## src/rtl/mult_share_arb.sv

```systemverilog
// Round-robin sharing of one external 16x16 multiplier among NREQ requesters,
// with a registered-operand stage (S1) and a tagged response stage (S2). Optional checker: MULT_CHECK_EN.
module mult_share_arb #(
    parameter int NREQ = 4,
    parameter int IDW  = $clog2(NREQ)
) (
    input  logic               clk,
    input  logic               rst_n,
    input  logic [NREQ-1:0]    req_valid,
    output logic [NREQ-1:0]    req_ready,
    input  logic [NREQ*16-1:0] req_a,
    input  logic [NREQ*16-1:0] req_b,
    output logic [15:0]        mul_a,
    output logic [15:0]        mul_b,
    input  logic [31:0]        mul_p,
    output logic               rsp_valid,
    input  logic               rsp_ready,
    output logic [IDW-1:0]     rsp_id,
    output logic [31:0]        rsp_p,
    output logic               busy,
    output logic [15:0]        err_cnt
);

    logic           s1_v;
    logic [IDW-1:0] s1_id;
    logic [IDW-1:0] rr_ptr;
    logic [IDW-1:0] gnt_id;
    logic [IDW-1:0] nxt_ptr;
    logic [IDW:0]   sum;
    logic           gnt_any;
    logic           adv1;
    logic           adv2;
    logic [15:0]    op_a [NREQ];
    logic [15:0]    op_b [NREQ];

    assign adv2 = !rsp_valid || rsp_ready;
    assign adv1 = !s1_v || adv2;
    assign busy = s1_v || rsp_valid;

    always_comb begin
        for (int unsigned i = 0; i < NREQ; i++) begin
            op_a[i] = req_a[16*i +: 16];
            op_b[i] = req_b[16*i +: 16];
        end
    end

    // Search starts at rr_ptr; sum wraps explicitly so non-power-of-two NREQ works.
    always_comb begin
        req_ready = '0;
        gnt_any   = 1'b0;
        gnt_id    = '0;
        sum       = '0;
        if (adv1) begin
            for (int unsigned k = 0; k < NREQ; k++) begin
                sum = {1'b0, rr_ptr} + (IDW+1)'(k);
                if (sum >= (IDW+1)'(NREQ)) begin
                    sum = sum - (IDW+1)'(NREQ);
                end
                if (!gnt_any && req_valid[sum[IDW-1:0]]) begin
                    gnt_any = 1'b1;
                    gnt_id  = sum[IDW-1:0];
                end
            end
        end
        if (gnt_any) begin
            req_ready[gnt_id] = 1'b1;
        end
    end

    assign nxt_ptr = (gnt_id == IDW'(NREQ-1)) ? '0 : gnt_id + 1'b1;

    always_ff @(posedge clk or negedge rst_n) begin
        if (!rst_n) begin
            s1_v      <= 1'b0;
            s1_id     <= '0;
            mul_a     <= '0;
            mul_b     <= '0;
            rr_ptr    <= '0;
            rsp_valid <= 1'b0;
            rsp_id    <= '0;
            rsp_p     <= '0;
        end else begin
            if (adv1) begin
                if (gnt_any) begin
                    mul_a  <= op_a[gnt_id];
                    mul_b  <= op_b[gnt_id];
                    s1_id  <= gnt_id;
                    s1_v   <= 1'b1;
                    rr_ptr <= nxt_ptr;
                end else begin
                    s1_v <= 1'b0;
                end
            end
            if (adv2) begin
                rsp_valid <= s1_v;
                if (s1_v) begin
                    rsp_p  <= mul_p;
                    rsp_id <= s1_id;
                end
            end
        end
    end

`ifdef MULT_CHECK_EN
    logic [15:0] chk_a;
    logic [15:0] chk_b;
    logic [31:0] exact;

    assign exact = {16'b0, chk_a} * {16'b0, chk_b};

    // Counts products from the attached multiplier that differ from the exact value.
    always_ff @(posedge clk or negedge rst_n) begin
        if (!rst_n) begin
            chk_a   <= '0;
            chk_b   <= '0;
            err_cnt <= '0;
        end else begin
            if (adv1 && gnt_any) begin
                chk_a <= op_a[gnt_id];
                chk_b <= op_b[gnt_id];
            end
            if (adv2 && s1_v && (mul_p != exact) && (err_cnt != 16'hFFFF)) begin
                err_cnt <= err_cnt + 1'b1;
            end
        end
    end
`else
    assign err_cnt = '0;
`endif

endmodule

```

## config.mk

```make
export PLATFORM = sky130hd
export DESIGN_NAME = mult_share_arb
export DESIGN_NICKNAME = d
export VERILOG_FILES = /design/src/rtl/mult_share_arb.sv
export SDC_FILE = /design/constraint.sdc
export NUM_CORES = 1
export LEC_CHECK = 0
export BUFFER_PORTS_ARGS = -buffer_cell sky130_fd_sc_hd__buf_2
export CELL_PAD_IN_SITES_DETAIL_PLACEMENT = 1
export CELL_PAD_IN_SITES_GLOBAL_PLACEMENT = 1
export CORE_ASPECT_RATIO = 0.5
export CORE_MARGIN = 4
export CORE_UTILIZATION = 31
export DETAILED_ROUTE_END_ITERATION = 7
export PLACE_DENSITY = 0.88
export SLEW_MARGIN = 5
export SYNTH_ARGS = -nofsm -noshare
export SYNTH_HDL_FRONTEND = slang
export SYNTH_SLANG_ARGS = --single-unit
```

## constraint.sdc

```tcl
create_clock -name clk -period 3 [get_ports clk]
set_input_delay 0.6 -clock clk [delete_from_list [all_inputs] [get_ports clk]]
set_output_delay 0.6 -clock clk [all_outputs]
set_load 0.1 [all_outputs]
```

==> impl_metrics.csv <==
group,metric,value,unit
clocking,post_cts_buffers,0,
setup_path,cp-start-kind,"register",
floorplanning,start_util,32.72,%
global_route,track_usage,18.92,%
routing,wl,14690,µm
finish,final_net_count,788,
logic_synthesis,ys_ff_latch,72,
clocking,cts_tree,"done",
clocking,cts_hold_buf,0,
run,drv_cap,0,
routing,postRouteAntennaNets,0,
global_route,overflow,0,
logic_synthesis,netlist_area,3989,µm²
sta,timing.final.crit_share,93.02,%
setup_path,crit_buf_inv,3,
clocking,cts.path.max_buffers,2,
logic_synthesis,syn_area_per_cell,10.47,µm²
clocking,cts_buffers,9,
power_and_ir_drop,p_per_area,979.4,nW/µm²
floorplanning,die_x,168.4,µm
routing,drt_iter0_markers,221,
setup_path,critPathTopFamily,"compound AO/OA/AOI/OAI gates",
sta,hold_viol,0,
clocking,cts_sinks,72,
sta,rsz0062_at_grt,"no",
logic_synthesis,synth_top_cell_by_area,"dfrtp_1",
sta,clock_skew,0.008058,ns
setup_path,path_class,"register to primary output",
worst_hold_path,min_path_type,"input port to async pin",
setup_path,cpPeakStageDelay,0.44,ns
logic_synthesis,synth.area.top_cells,"dfrtp_1 (45%), mux2_2 (11%), a221o_1 (6.3%)",
finish,multiInputGateArea,1936,µm²
clocking,clock_latency,0.33,ns
global_route,grt_pass1_vias,4281,
setup_path,cp.depth,7,
logic_synthesis,yosysMostFrequentCell,"dfrtp_1",
floorplanning,die_y,88.21,µm
setup_path,slowest_stage,"a221o_1",
setup_path,end_kind,"primary output",
sta,holdWs,0.3959,ns
place,io_buffers,238,
sta,fmax,358.4,MHz
logic_synthesis,synth_warnings,0,
floorplanning,rows,28,
floorplanning,dieArea,14860,µm²
logic_synthesis,synth_edf_count,0,
sta,worst_slew_pin_slew,1.241,ns
clocking,root_buffer,"clkbuf_16",
place,hpwl,11340,µm
setup_path,path_cells,"inv_1 > a221o_1 > nor3_4 > inv_2 > ha_1 > and2_2 > buf_12",
logic_synthesis,synth.top_cell.area_share,45.17,%
logic_synthesis,synthTopCellsByCount,"dfrtp_1 (72), nand2_1 (42), mux2_2 (38), nand3_1 (34), a221o_1 (25)",
routing,viasPerCell,5.099,
routing,drcViolationCount,0,
sta,relSlewSlack,17.27,%
sta,finalSetupViolCount,0,
clocking,cts_resized,0,
setup_path,required,2.40,ns
logic_synthesis,ys.flop_type,"dfrtp_1",
logic_synthesis,async_reset_ff_share,100.0,%
global_route,grt_first_pass_wirelength,22220,µm
setup_path,cp_data_arrival_time,2.19,ns
global_route,grt_start_max_net_pins,73,
run_status,outcome,"finished clean",
logic_synthesis,syn_inst,381,
setup_path,rr_worst_depth,5,
logic_synthesis,synth.yosys.seq_area_share,45.17,%
power_and_ir_drop,leakagePower,0.002861,µW
routing,dr.pass1.iters,4,
routing,via_count,4018,
place,finalWeightedCongestion,0.7939,
setup_path,cp_max_fo,5,
floorplanning,core-area,12190,µm²
sta,maxSlewViolCount,0,
floorplanning,io_pins,255,
finish,drive_gt1_share,51.45,%
sta,finalSetupTns,0,ns
power_and_ir_drop,ir_worst_vdd,353.2,µV
finish,nFillCells,1450,
global_route,antenna_found_initial,0,
logic_synthesis,synth_cell_types,37,
finish,seq_area,1803,µm²
clocking,cts.htree.levels,3,
sta,finalCriticalPeriod,2.791,ns
clocking,path_clk_slew,0.06,ns
routing,avgRoutedWirePerCell,18.64,µm
finish,area_growth,42.25,%
-- metrics by stage --
stage	total power (µW)	util [%]	cells	setup WS, ns	area (µm²)
global placement	4429	44.03	771	0.3667	5368
finish	5558	46.54	788	0.2095	5674
floorplan	3841	-	396	0.004657	4050
detailed placement	4499	44.03	771	0.2416	5368
CTS	5613	46.52	787	0.1978	5672
global route	5809	46.52	787	0.09284	5672
-- area by class of cell --
| cell class | count | area share [%] |
|---|---|---|
| multi-input cells | 263 | 34.11 |
| inverters | 21 | 1.389 |
| repair buffers | 250 | 23.68 |
| diodes | 1 | 0.04410 |
| flip-flops and latches | 72 | 31.78 |
| well taps | 165 | 3.638 |
| clock inverters | 7 | 1.389 |
| clock buffers | 9 | 3.969 |
-- worst reg2reg max path, stage by stage (launching register included) --
cell,delay (ns)
dfrtp_1,0.43
inv_1,0.12
o32ai_2,0.48
o21ai_2,0.14
a21oi_2,0.90
a221o_1,0.33
-- placed cells by master, fill, tap and decap left out, types with 2 or more instances in the layout --
| master | synthesis | final |
|---|---|---|
| a21o_1 | 2 | 2 |
| a21oi_1 | 8 | 8 |
| a221o_1 | 25 | 25 |
| a31oi_1 | 9 | 9 |
| and2_2 | 0 | 3 |
| buf_12 | 0 | 4 |
| buf_2 | 6 | 233 |
| buf_4 | 16 | 13 |
| clkbuf_16 | 0 | 9 |
| clkinv_4 | 0 | 2 |
| conb_1 | 1 | 16 |
| dfrtp_1 | 72 | 71 |
| ha_1 | 4 | 4 |
| inv_1 | 19 | 19 |
| inv_2 | 2 | 2 |
| inv_6 | 0 | 3 |
| mux2_1 | 20 | 20 |
| mux2_2 | 38 | 38 |
| nand2_1 | 42 | 42 |
| nand2b_1 | 3 | 3 |
| nand3_1 | 34 | 34 |
| nor2_1 | 4 | 4 |
| o21ai_0 | 24 | 24 |
| o221a_1 | 8 | 8 |
| o221ai_1 | 8 | 8 |
| or2_2 | 2 | 2 |
-- sequential cells by signal (all words and copies together), names as in the netlist --
signal and flops:
rsp_p 32, mul_a 16, mul_b 16, rr_ptr 2, rsp_id 2, s1_id 2, rsp_valid 1, s1_v 1
-- path summary, 6_finish.rpt --
kind	from	to	slack, ns
max	rr_ptr[1]	req_ready[0]	0.21
min	rst_n	rsp_p[5]	0.40
max reg2reg	rr_ptr[1]	mul_a[9]	0.54
min reg2reg	s1_id[1]	s1_id[1]	0.48
max in group asynchronous	rst_n	rsp_valid	1.93
min in group clk	s1_id[1]	s1_id[1]	0.48
-- layer usage --
layer  GRT usage, %  wire length [µm]
met2          36.86              8124
met3          3.882               819
met1          20.46              5321
met4          7.879               426
met5              0                 0
-- logic make-up (layout without fill, tap and decap cells) --
group | Yosys count | after routing | share of synthesized area [%]
AND/OR/NAND/NOR | 94 | 94 | 11.29
AO/OA/AOI/OAI | 90 | 90 | 17.75
flip-flops | 72 | 72 | 45.17
buffers and inverters | 61 | 287 | 7.811
multiplexers | 59 | 59 | 16.62
adder cells (fa/ha/maj) | 4 | 4 | 1.255
other | 1 | 17 | 0.09401
-- power breakdown --
group          switching (µW)  internal, µW
registers                 144          1210
clock network             436           654
logic                    2470           641
(Power assumes the default switching activity.)
